<file path="config.mk">
export PLATFORM = sky130hd
export DESIGN_NAME = mem_port_arbiter
export DESIGN_NICKNAME = d
export VERILOG_FILES = /design/src/rtl/mem_arb_pkg.sv /design/src/rtl/arb_rr2.sv /design/src/rtl/mem_port_arbiter.sv
export SDC_FILE = /design/constraint.sdc
export NUM_CORES = 1
export LEC_CHECK = 0
export BUFFER_PORTS_ARGS = -buffer_cell sky130_fd_sc_hd__clkbuf_2
export CORE_AREA = 2 2 118 120
export CTS_CLUSTER_DIAMETER = 120
export DETAILED_ROUTE_END_ITERATION = 10
export DIE_AREA = 0 0 120 122
export PLACE_DENSITY = 0.57
export RECOVER_POWER = 100
export SKIP_LAST_GASP = 1
export SYNTH_ARGS = -nofsm -noshare
export SYNTH_HDL_FRONTEND = slang
export SYNTH_SLANG_ARGS = --single-unit
</file>
<file path="constraint.sdc">
create_clock -name clk -period 2.4 [get_ports clk]
set_input_delay 0.6 -clock clk [delete_from_list [all_inputs] [get_ports clk]]
set_output_delay 0.6 -clock clk [all_outputs]
set_load 0.02 [all_outputs]
</file>
<file path="src/rtl/mem_arb_pkg.sv">
// ---------------------------------------------------------------------------
// mem_arb_pkg
// Shared types and constants for the unified-memory port arbiter.
//   arb_state_e : issue/wait/response FSM encoding
//   arb_owner_e : which requester currently owns the memory
//   CNT_W       : width of the read-latency down-counter
//   mem_lat_ok  : legality check for the MEM_LAT parameter
// ---------------------------------------------------------------------------
package mem_arb_pkg;

    typedef enum logic [1:0] {
        ST_IDLE  = 2'd0,
        ST_ISSUE = 2'd1,
        ST_WAIT  = 2'd2,
        ST_RESP  = 2'd3
    } arb_state_e;

    typedef enum logic {
        OWN_CPU = 1'b0,
        OWN_LDR = 1'b1
    } arb_owner_e;

    localparam int MEM_LAT_MIN = 1;
    localparam int MEM_LAT_MAX = 7;
    // Enough bits to hold MEM_LAT_MAX-1.
    localparam int CNT_W       = 3;

    function automatic logic mem_lat_ok(input int lat);
        return (lat >= MEM_LAT_MIN) && (lat <= MEM_LAT_MAX);
    endfunction

endpackage

</file>
<file path="src/rtl/arb_rr2.sv">
// ---------------------------------------------------------------------------
// arb_rr2
// Combinational two-way round-robin chooser between the CPU and the loader.
// Ports:
//   req_cpu     in  CPU is requesting
//   req_ldr     in  loader is requesting
//   lock        in  loader exclusive mode: only the loader may be granted
//   last_owner  in  owner of the previous grant (loses the next tie)
//   grant_valid out a requester is granted this cycle
//   grant_owner out which requester is granted
// ---------------------------------------------------------------------------
module arb_rr2
    import mem_arb_pkg::*;
(
    input  logic       req_cpu,
    input  logic       req_ldr,
    input  logic       lock,
    input  arb_owner_e last_owner,
    output logic       grant_valid,
    output arb_owner_e grant_owner
);

    always_comb begin
        grant_valid = 1'b0;
        grant_owner = OWN_CPU;
        if (lock) begin
            // CPU requests are ignored entirely while the loader holds the lock.
            grant_valid = req_ldr;
            grant_owner = OWN_LDR;
        end else if (req_cpu && req_ldr) begin
            grant_valid = 1'b1;
            grant_owner = (last_owner == OWN_CPU) ? OWN_LDR : OWN_CPU;
        end else if (req_cpu) begin
            grant_valid = 1'b1;
            grant_owner = OWN_CPU;
        end else if (req_ldr) begin
            grant_valid = 1'b1;
            grant_owner = OWN_LDR;
        end
    end

endmodule

</file>
<file path="src/rtl/mem_port_arbiter.sv">
// ---------------------------------------------------------------------------
// mem_port_arbiter
// Shares the single unified memory between the CPU memory interface and the
// program loader. Each access runs IDLE -> ISSUE (-> WAIT -> RESP for reads)
// and the CPU is stalled while its request is outstanding.
// Ports:
//   clk, rst                 clock, synchronous active-high reset
//   cpu_req/we/addr/wdata    CPU request (held until cpu_done)
//   cpu_done, cpu_rdata      CPU completion pulse and read data
//   cpu_stall                cpu_req & ~cpu_done
//   ldr_req/we/addr/wdata    loader request (held until ldr_done)
//   ldr_lock                 loader exclusive mode
//   ldr_done, ldr_rdata      loader completion pulse and read data
//   mem_en/we/addr/wdata     memory strobe and request, nonzero only in ISSUE
//   mem_rdata                memory read data, valid MEM_LAT cycles after ISSUE
//   busy                     FSM is not idle
// Latency from the IDLE cycle that sees the request: write done +1,
// read done +MEM_LAT+2.
// ---------------------------------------------------------------------------
module mem_port_arbiter
    import mem_arb_pkg::*;
#(
    parameter int ADDR_W  = 32,
    parameter int DATA_W  = 32,
    parameter int MEM_LAT = 1
) (
    input  logic              clk,
    input  logic              rst,
    input  logic              cpu_req,
    input  logic              cpu_we,
    input  logic [ADDR_W-1:0] cpu_addr,
    input  logic [DATA_W-1:0] cpu_wdata,
    output logic              cpu_done,
    output logic [DATA_W-1:0] cpu_rdata,
    output logic              cpu_stall,
    input  logic              ldr_req,
    input  logic              ldr_we,
    input  logic [ADDR_W-1:0] ldr_addr,
    input  logic [DATA_W-1:0] ldr_wdata,
    input  logic              ldr_lock,
    output logic              ldr_done,
    output logic [DATA_W-1:0] ldr_rdata,
    output logic              mem_en,
    output logic              mem_we,
    output logic [ADDR_W-1:0] mem_addr,
    output logic [DATA_W-1:0] mem_wdata,
    input  logic [DATA_W-1:0] mem_rdata,
    output logic              busy
);

    generate
        if (!mem_lat_ok(MEM_LAT)) begin : g_bad_lat
            $error("mem_port_arbiter: MEM_LAT must be within 1..7");
        end
    endgenerate

    // Reload value for the WAIT down-counter; WAIT lasts MEM_LAT cycles.
    localparam logic [CNT_W-1:0] LAT_M1 = CNT_W'(MEM_LAT - 1);

    arb_state_e        r_state, w_state_nxt;
    arb_owner_e        r_owner, w_owner_nxt;
    arb_owner_e        r_last_owner, w_last_owner_nxt;
    logic [CNT_W-1:0]  r_cnt, w_cnt_nxt;
    logic [DATA_W-1:0] r_cpu_rdata;
    logic [DATA_W-1:0] r_ldr_rdata;
    logic              w_cap_cpu;
    logic              w_cap_ldr;

    logic              w_grant_valid;
    arb_owner_e        w_grant_owner;

    logic              w_sel_we;
    logic [ADDR_W-1:0] w_sel_addr;
    logic [DATA_W-1:0] w_sel_wdata;

    arb_rr2 u_arb (
        .req_cpu     (cpu_req),
        .req_ldr     (ldr_req),
        .lock        (ldr_lock),
        .last_owner  (r_last_owner),
        .grant_valid (w_grant_valid),
        .grant_owner (w_grant_owner)
    );

    // Requesters hold their inputs until done, so the live inputs of the
    // owner can drive the memory directly without a request register.
    always_comb begin
        if (r_owner == OWN_LDR) begin
            w_sel_we    = ldr_we;
            w_sel_addr  = ldr_addr;
            w_sel_wdata = ldr_wdata;
        end else begin
            w_sel_we    = cpu_we;
            w_sel_addr  = cpu_addr;
            w_sel_wdata = cpu_wdata;
        end
    end

    always_comb begin
        w_state_nxt      = r_state;
        w_owner_nxt      = r_owner;
        w_last_owner_nxt = r_last_owner;
        w_cnt_nxt        = r_cnt;
        w_cap_cpu        = 1'b0;
        w_cap_ldr        = 1'b0;
        mem_en           = 1'b0;
        mem_we           = 1'b0;
        mem_addr         = '0;
        mem_wdata        = '0;
        cpu_done         = 1'b0;
        ldr_done         = 1'b0;

        case (r_state)
            ST_IDLE: begin
                if (w_grant_valid) begin
                    w_owner_nxt      = w_grant_owner;
                    w_last_owner_nxt = w_grant_owner;
                    w_state_nxt      = ST_ISSUE;
                end
            end
            ST_ISSUE: begin
                mem_en    = 1'b1;
                mem_we    = w_sel_we;
                mem_addr  = w_sel_addr;
                mem_wdata = w_sel_wdata;
                if (w_sel_we) begin
                    // Writes complete in the issue cycle itself.
                    cpu_done    = (r_owner == OWN_CPU);
                    ldr_done    = (r_owner == OWN_LDR);
                    w_state_nxt = ST_IDLE;
                end else begin
                    w_cnt_nxt   = LAT_M1;
                    w_state_nxt = ST_WAIT;
                end
            end
            ST_WAIT: begin
                if (r_cnt == '0) begin
                    w_cap_cpu   = (r_owner == OWN_CPU);
                    w_cap_ldr   = (r_owner == OWN_LDR);
                    w_state_nxt = ST_RESP;
                end else begin
                    w_cnt_nxt = r_cnt - CNT_W'(1);
                end
            end
            ST_RESP: begin
                cpu_done    = (r_owner == OWN_CPU);
                ldr_done    = (r_owner == OWN_LDR);
                w_state_nxt = ST_IDLE;
            end
            default: begin
                w_state_nxt = ST_IDLE;
            end
        endcase
    end

    always_ff @(posedge clk) begin
        if (rst) begin
            r_state      <= ST_IDLE;
            r_owner      <= OWN_CPU;
            r_last_owner <= OWN_LDR;
            r_cnt        <= '0;
            r_cpu_rdata  <= '0;
            r_ldr_rdata  <= '0;
        end else begin
            r_state      <= w_state_nxt;
            r_owner      <= w_owner_nxt;
            r_last_owner <= w_last_owner_nxt;
            r_cnt        <= w_cnt_nxt;
            if (w_cap_cpu) begin
                r_cpu_rdata <= mem_rdata;
            end
            if (w_cap_ldr) begin
                r_ldr_rdata <= mem_rdata;
            end
        end
    end

    assign cpu_rdata = r_cpu_rdata;
    assign ldr_rdata = r_ldr_rdata;
    assign cpu_stall = cpu_req & ~cpu_done;
    assign busy      = (r_state != ST_IDLE);

endmodule

</file>
==> flow_summary.ini, run 1 <==
[status]
status = finished, final reports clean

[cells_and_area]
final_cell_mix = 233 x clkbuf_2, 128 x nand2_1, 71 x clkbuf_1
syn2layout_area_growth_pct = 51.7
postLayoutCoreUtil = 0.405
drive_gt1_frac = 0.342
n_antenna_cell = 0
final_area_sq_um = 5460
nFillCells = 1551
layout_commonest_cell = clkbuf_2
multiInputGateArea_sq_um = 1960
instances_no_fill = 938
nets = 923
regArea_sq_um = 1430

[power_and_ir_drop]
peakVddDrop_v = 0.000252
power_density_nw_per_um2 = 587
leakage_nw = 2.42

[synth]
ys_types = 30
syn_inst = 473
ys_seq_area_frac = 0.395
avgSynthCellArea_sq_um = 7.61
yosys_register_bits = 71
syn-num-nets = 642
ys_warn_count = 0
netlist_area_sq_um = 3600

[clock_network]
cts_sinks = 71
cts_setup_buffers = 1
root_buffer = clkbuf_16
cts-hold-fix-buffers = 0
cts.clk_slew.worst_paths_ps = 50
cts_resized = 0
insertion_delay_ps = 330
cts_tree = done
cts_buffer_depth = 2
htreeDepth = 3
tritoncts.num_buffers = 9

[drt]
vias_per_cell = 4.53
wl_per_cell_microns = 15.0
drt_iter0_drc = 254
vias = 4245
wirelength_microns = 14100
route.detailed.drc = 0
drtPass1Iterations = 6
ant_nets = 0

[timing]
grt_setup_unrepaired = no
finalSetupViolCount = 0
tns_ps = 0
finalClockSkew_ps = 5.22
finalCritPeriodShare = 0.947
maxSlewHeadroom = 0.500
clock.fmax_ghz = 0.440
hold_viol_final = 0
slew_viol_final = 0
postLayoutSetupSlackWorst_ps = 127
tightest_slew_ps = 751
period_needed_ps = 2270

[floorplanning]
core_sq_um = 13500
num_rows = 43
pin_count = 301
initial_core_util = 0.267
die_y_microns = 122
dieArea_sq_um = 14600
die_width_microns = 120

[setup_path]
r2r-start = r_owner
criticalPathCategory = register to output port
r2r-end = cpu_rdata[26]
end_kind = output port
rrSetupSlack_ps = 340
crit_path_max_fanout = 66
worstPathRequired_ps = 1800
worstSetupStartpointType = register
arrival_ps = 1670
reg2regPathDepth = 6

[job]
drv_cap = 0

[grt]
antenna_found_initial = 1
grt_max_degree = 67
overflow = 0
track_usage = 0.181
grt_pass1_wl_microns = 20600
grt_pass1_vias = 3714

[min_path]
holdCritStartpoint = cpu_rdata[10]
timing.hold.worst_endpoint = cpu_rdata[10]
hold_class = register to register
holdPathStages = 2

[place]
placed_area_sq_um = 5270
io_buffer_count = 300
dp_slack_ps = 270
place_hpwl_microns = 11000
place_inst = 922
routabilityCongestion = 0.894
cell families after synthesis:
logic type | count (synthesis) | share of synthesized area
adder cells (fa/ha/maj) | 2 | 0.00695
AO/OA/AOI/OAI | 72 | 0.107
buffers and inverters | 47 | 0.0636
multiplexers | 65 | 0.181
flip-flops | 71 | 0.395
AND/OR/NAND/NOR | 216 | 0.247
worst max-delay path, cell delays in order, from the launching register on:
cell	delay (ps)
dfxtp_1	550
nand2b_2	220
buf_12	270
inv_1	120
clkbuf_2	170
how the worst max path moves through the flow:
stage / from / end / slack, ps / cells past startpoint
finish: register / mem_en / 130 / 4
global placement: r_owner / mem_wdata[7] / 290 / 4
floorplan: cpu_we / cpu_stall / 350 / 3
detailed placement: r_owner / mem_wdata[6] / 270 / 4
CTS: register / mem_en / 120 / 4
global route: register / mem_en / 30 / 4
where the power goes:
group          switching [mW]  internal, mW  total [mW]
sequential             0.0379          1.21        1.25
combinational           0.435         0.309       0.745
clock                   0.465         0.748        1.21
total                   0.938          2.27        3.21
Yosys cell counts (all sizes together):
cell     count  area share
a2111oi      1      0.0024
a211o        1      0.0024
a21oi       65       0.090
a32oi        1      0.0024
and2         1      0.0017
and4b        1      0.0031
buf         27       0.043
clkbuf      14       0.015
dfxtp       71        0.39
ha           2      0.0069
inv          6      0.0063
mux2i       65        0.18
nand2      128        0.13
nand2b       1      0.0017
nand3b       4      0.0083
nand4b       1      0.0024
nand4bb      1      0.0031
nor2        69       0.072
nor2b        3      0.0052
nor3         1      0.0014
nor3b        2      0.0042
nor4bb       1      0.0028
o211a        1      0.0028
o21ai        1      0.0014
o32ai        2      0.0049
or3          1      0.0017
or3b         1      0.0024
or4b         1      0.0038
flip-flops by register name, indices dropped and copies added (netlist names), named ones only:
signal,cells
cpu_rdata,32
ldr_rdata,32
r_cnt,3
r_last_owner,1
r_owner,1
r_state,1
routing by layer:
layer	GRT usage	vias up	wire length (microns)
met5	0	-	13
met4	0.0691	2	351
met3	0.0688	29	1340
met2	0.292	185	6540
met1	0.217	1913	5810
li1	-	2116	-
stage by stage:
stage / hold slack [ps] / total power [mW]
after floorplan: 460 / 1.70
after global placement: 443 / 2.03
after detailed placement: 446 / 2.03
after CTS: 454 / 3.27
after global routing: 463 / 3.37
final: 452 / 3.21
final cells by class:
| type | count | area share |
|---|---|---|
| clock inverter | 3 | 0.00343 |
| timing repair buffer | 311 | 0.284 |
| inverter | 6 | 0.00412 |
| clock buffer | 12 | 0.0469 |
| sequential | 71 | 0.261 |
| multi-input combinational | 355 | 0.360 |
| tap | 180 | 0.0412 |
Note: power is estimated with default switching activity, not from simulation.
==> run 2, diff against run 1 <==
- ABC_AREA: unset -> 1
==> flow_summary.ini, run 2 <==
[setup_path]
critPathSlowestCell = dfxtp_1
arrival_ps = 1680
path_cells = inv_2 -> buf_12 -> nand2_1 -> a21oi_1 -> clkbuf_1
worstSetupStartpointType = register
critical-path-max-stage-delay_ps = 340
worstPathRequired_ps = 1800
end_kind = output port
criticalPathCategory = register to output port
critical-path-top-delay-family = buffers and inverters
crit_path_max_fanout = 25
cp_num_buf_inv = 3

[timing]
finalSetupViolCount = 0
finalCritPeriodShare = 0.949
tightest_slew_ps = 1370
hold_viol_final = 0
clock.fmax_ghz = 0.439
grt_setup_unrepaired = no
period_needed_ps = 2280
tns_ps = 0
maxSlewHeadroom = 0.0884
slew_viol_final = 0
finalClockSkew_ps = 4.26

[synth]
syn-num-nets = 730
avgSynthCellArea_sq_um = 6.43
synth_common_cells = 175 x nand2_1, 98 x a21oi_1, 79 x nor2_1
synth-main-ff-cell = dfxtp_1
yosys-top-cells-area = dfxtp_1 39%, nand2_1 18%, a21oi_1 14%
yosys_register_bits = 71
ys_types = 19
synth_top_cell_area_share = 0.394
syn_inst = 561
synth_edf_count = 0
ys_seq_area_frac = 0.394
ys_warn_count = 0
async_flop_share = 0
netlist_area_sq_um = 3610
synth_top_area_cell = dfxtp_1
yosysMostFrequentCell = nand2_1

[drt]
ant_nets = 0
wl_per_cell_microns = 15.4
drt_iter0_drc = 213
vias_per_cell = 4.59
route.detailed.drc = 0
drtPass1Iterations = 5
vias = 4705
wirelength_microns = 15800

[place]
io_buffer_count = 300
place_hpwl_microns = 12200
place_inst = 1006
routabilityCongestion = 0.863

[cells_and_area]
nFillCells = 1541
nets = 1006
syn2layout_area_growth_pct = 50.2
regArea_sq_um = 1420
final_cell_mix = 205 x clkbuf_2, 176 x nand2_1, 98 x a21oi_1
instances_no_fill = 1024
multiInputGateArea_sq_um = 1870
layout_commonest_cell = clkbuf_2
drive_gt1_frac = 0.280

[clock_network]
insertion_delay_ps = 320
root_buffer = clkbuf_16
htreeDepth = 3
cts_sinks = 71
cts-hold-fix-buffers = 0
cts_tree = done
tritoncts.num_buffers = 9
cts.clk_slew.worst_paths_ps = 60
cts_buffer_depth = 2
cts_setup_buffers = 0

[grt]
grt_pass1_vias = 4314
grt_pass1_wl_microns = 23300
antenna_found_initial = 3
grt_max_degree = 70
overflow = 0
track_usage = 0.204

[floorplanning]
die_width_microns = 120
pin_count = 301
dieArea_sq_um = 14600
core_sq_um = 13500
initial_core_util = 0.267
die_y_microns = 122
num_rows = 43

[power_and_ir_drop]
power_density_nw_per_um2 = 689
peakVddDrop_v = 0.000394
leakage_nw = 2.61

[min_path]
hold_class = register to register

[status]
status = finished, final reports clean

[job]
drv_cap = 0
run 2: cell types whose count changed after synthesis, sizes merged, moves of 3 or more:
cell,previous run,this run
buf,27,35
a21oi,65,98
o21ai,1,33
nor2b,3,0
nand3b,4,0
nor2,69,82
inv,6,13
nand3,0,39
nand2,128,177
clkbuf,14,9
mux2i,65,0
run 2: metal layers:
layer | part of all wire | track usage | up-vias | routed length, microns
met2 | 0.47 | 0.323 | 234 | 7380
met1 | 0.39 | 0.247 | 2069 | 6190
met5 | 0.00082 | 0 | - | 13
met3 | 0.11 | 0.0819 | 30 | 1730
li1 | - | - | 2370 | -
met4 | 0.031 | 0.0809 | 2 | 486
run 2: cell type report:
cell class                      instances  share of cell area
Multi-Input combinational cell        433               0.346
Clock buffer                            9              0.0416
Tap cell                              180              0.0416
Sequential cell                        71               0.262
Antenna cell                            2            0.000924
Timing Repair Buffer                  309               0.276
Inverter                               13             0.00947
Clock inverter                          7              0.0219
run 2: kinds of logic after synthesis:
| logic type | after synthesis | synth area share |
|---|---|---|
| adder cells (fa/ha/maj) | 2 | 0.00694 |
| flip-flops | 71 | 0.394 |
| AO/OA/AOI/OAI | 132 | 0.184 |
| AND/OR/NAND/NOR | 299 | 0.330 |
| buffers and inverters | 57 | 0.0853 |
run 2: where the power goes:
part / switching, mW / total, mW / internal, mW / leakage (nW)
clock network: 0.511 / 1.53 / 1.02 / 0.162
logic: 0.647 / 0.955 / 0.308 / 1.87
registers: 0.0258 / 1.25 / 1.22 / 0.574
total: 1.18 / 3.73 / 2.55 / 2.61
run 2: repair_timing:
item	in CTS	in global routing
setup endpoints to repair	34	34
cloned	0	0
gates resized for setup	1	1
run 2: worst paths after layout:
path,startpoint,endpoint,slack (ps),cells after the start
worst max register to register,r_owner,ldr_rdata[5],290,6
worst max-delay path,r_owner,mem_addr[26],120,5
worst min register to register,cpu_rdata[15],cpu_rdata[15],460,2
worst min-delay path,cpu_rdata[15],cpu_rdata[15],460,2
run 2: worst reg2reg max path, stage by stage, from the launching register on:
cell     delay [ps]
dfxtp_1         380
buf_12          280
nand2_1         120
nor2_2          340
inv_1           540
nor2_1          270
nor2_1           70
run 2: stage by stage:
stage / setup slack (ps) / cell area (sq um) / hold WS [ps] / utilization / total power, mW
2_1_floorplan: 401 / 3610 / 429 / - / 1.86
3_3_place_gp: 413 / 5190 / 448 / 0.385 / 2.26
3_5_place_dp: 343 / 5190 / 453 / 0.385 / 2.25
4_1_cts: 70.9 / 5540 / 460 / 0.410 / 3.80
5_1_grt: 13.4 / 5410 / 472 / 0.401 / 3.92
6_report: 121 / 5420 / 459 / 0.401 / 3.73
==> run 3, diff against run 2 <==
- CORE_AREA: 2 2 118 120 -> 2 2 115 117
- DIE_AREA: 0 0 120 122 -> 0 0 117 119
- PLACE_DENSITY: 0.57 -> 0.6
- RECOVER_POWER: 100 -> unset
- SYNTH_HIERARCHICAL: unset -> 1
==> flow_summary.ini, run 3 <==
[status]
status = finished, final reports clean

[drt]
vias_per_cell = 4.60
wirelength_microns = 15500
drt_iter0_drc = 245
ant_nets = 0
route.detailed.drc = 0
drtPass1Iterations = 4
wl_per_cell_microns = 15.2
vias = 4702

[power_and_ir_drop]
peakVddDrop_v = 0.000442
leakage_nw = 2.94
power_density_nw_per_um2 = 641

[synth]
yosys-top-cells-area = dfxtp_1 39%, nand2_1 18%, a21oi_1 13%
ys_types = 19
avgSynthCellArea_sq_um = 6.44
ys_seq_area_frac = 0.391
async_flop_share = 0
synth_edf_count = 0
yosysMostFrequentCell = nand2_1
syn_inst = 565
netlist_area_sq_um = 3640
synth_top_area_cell = dfxtp_1
synth-main-ff-cell = dfxtp_1
synth_common_cells = 176 x nand2_1, 98 x a21oi_1, 75 x nor2_1
ys_warn_count = 6
syn-num-nets = 734
yosys_register_bits = 71
synth_top_cell_area_share = 0.391

[cells_and_area]
drive_gt1_frac = 0.400
final_area_sq_um = 5500
n_antenna_cell = 0
syn2layout_area_growth_pct = 51.3
instances_no_fill = 1022
layout_commonest_cell = clkbuf_2
postLayoutCoreUtil = 0.427
nets = 1011
final_cell_mix = 300 x clkbuf_2, 176 x nand2_1, 97 x a21oi_1

[clock_network]
cts_buffer_depth = 2
cts.clk_slew.worst_paths_ps = 50
tritoncts.num_buffers = 9
insertion_delay_ps = 330
root_buffer = clkbuf_16
cts_resized = 1
cts_setup_buffers = 0
cts-hold-fix-buffers = 0
cts_sinks = 71
cts_tree = done
htreeDepth = 3

[floorplanning]
pin_count = 301
core_sq_um = 12900
initial_core_util = 0.283
dieArea_sq_um = 13900
die_y_microns = 119
die_width_microns = 117
num_rows = 42

[place]
place_hpwl_microns = 11900
place_inst = 1007
io_buffer_count = 300
routabilityCongestion = 0.805
placed_area_sq_um = 5200

[grt]
overflow = 0
grt_pass1_wl_microns = 22300
track_usage = 0.208
grt_max_degree = 66
antenna_found_initial = 0
grt_pass1_vias = 4047

[timing]
grt_setup_unrepaired = no
tns_ps = 0
finalCritPeriodShare = 0.940
tightest_slew_ps = 636
period_needed_ps = 2260
finalSetupViolCount = 0
clock.fmax_ghz = 0.443
whs_ps = 458
slew_viol_final = 0
hold_viol_final = 0
finalClockSkew_ps = 6.55
maxSlewHeadroom = 0.574

[setup_path]
worstSetupStartpointType = register
end_kind = output port
rrSetupSlack_ps = 700
r2r-end = cpu_rdata[27]
arrival_ps = 1660
criticalPathCategory = register to output port
worstPathRequired_ps = 1800
reg2regPathDepth = 8
crit_path_start = r_owner
critPathCapture = mem_wdata[24]
r2r-start = r_cnt[0]
crit_path_max_fanout = 40

[job]
drv_cap = 0

[min_path]
hold_class = register to register
==> run 3: cells by family (layout without fill, tap and decap cells) <==
logic type,count (synthesis),in the layout,synth area share
adders and majority gates,2,2,0.00688
DFF,71,71,0.391
and+or+nand+nor,298,298,0.327
AOI/OAI and AO/OA,133,133,0.183
buffers and inverters,61,342,0.0922
==> run 3: critical path, stage by stage (launching register included) <==
cell	delay [ps]
dfxtp_4	400
inv_2	70
buf_4	350
nand2_1	120
a21oi_1	150
clkbuf_2	210
==> run 3: per-layer routing <==
layer,vias to the layer above,track usage,routed length (microns)
met5,-,0,0
met4,0,0.0581,228
met3,19,0.0616,1360
met2,191,0.346,7460
met1,2113,0.260,6490
li1,2379,-,-
==> run 3: final cells by class <==
type | instances | area (sq um)
Multi-Input combinational cell | 433 | 1880
Tap cell | 176 | 220
Clock inverter | 2 | 13.8
Inverter | 17 | 63.8
Sequential cell | 71 | 1430
Clock buffer | 13 | 280
Fill cell | 1411 | 7370
Timing Repair Buffer | 310 | 1610
==> run 3: where the power goes <==
group	switching (mW)	leakage [nW]	internal (mW)
registers	0.0324	0.575	1.22
clock network	0.487	0.148	0.806
logic	0.651	2.22	0.326
==> run 3: stage by stage <==
| stage | setup slack, ps | total power [mW] |
|---|---|---|
| floorplan | 389 | 1.88 |
| global placement | 360 | 2.26 |
| detailed placement | 331 | 2.26 |
| CTS | 5.87 | 3.56 |
| global route | 36.4 | 3.71 |
| finish | 143 | 3.53 |
==> run 3: worst min path at each step <==
stage                       start             to  slack [ps]  cells past startpoint
floorplan            r_last_owner   r_last_owner         430                      2
global placement    cpu_rdata[22]  cpu_rdata[22]         450                      2
detailed placement  cpu_rdata[31]  cpu_rdata[31]         450                      2
CTS                 cpu_rdata[31]  cpu_rdata[31]         460                      2
global route        cpu_rdata[15]  cpu_rdata[15]         470                      2
finish              cpu_rdata[10]  cpu_rdata[10]         460                      2
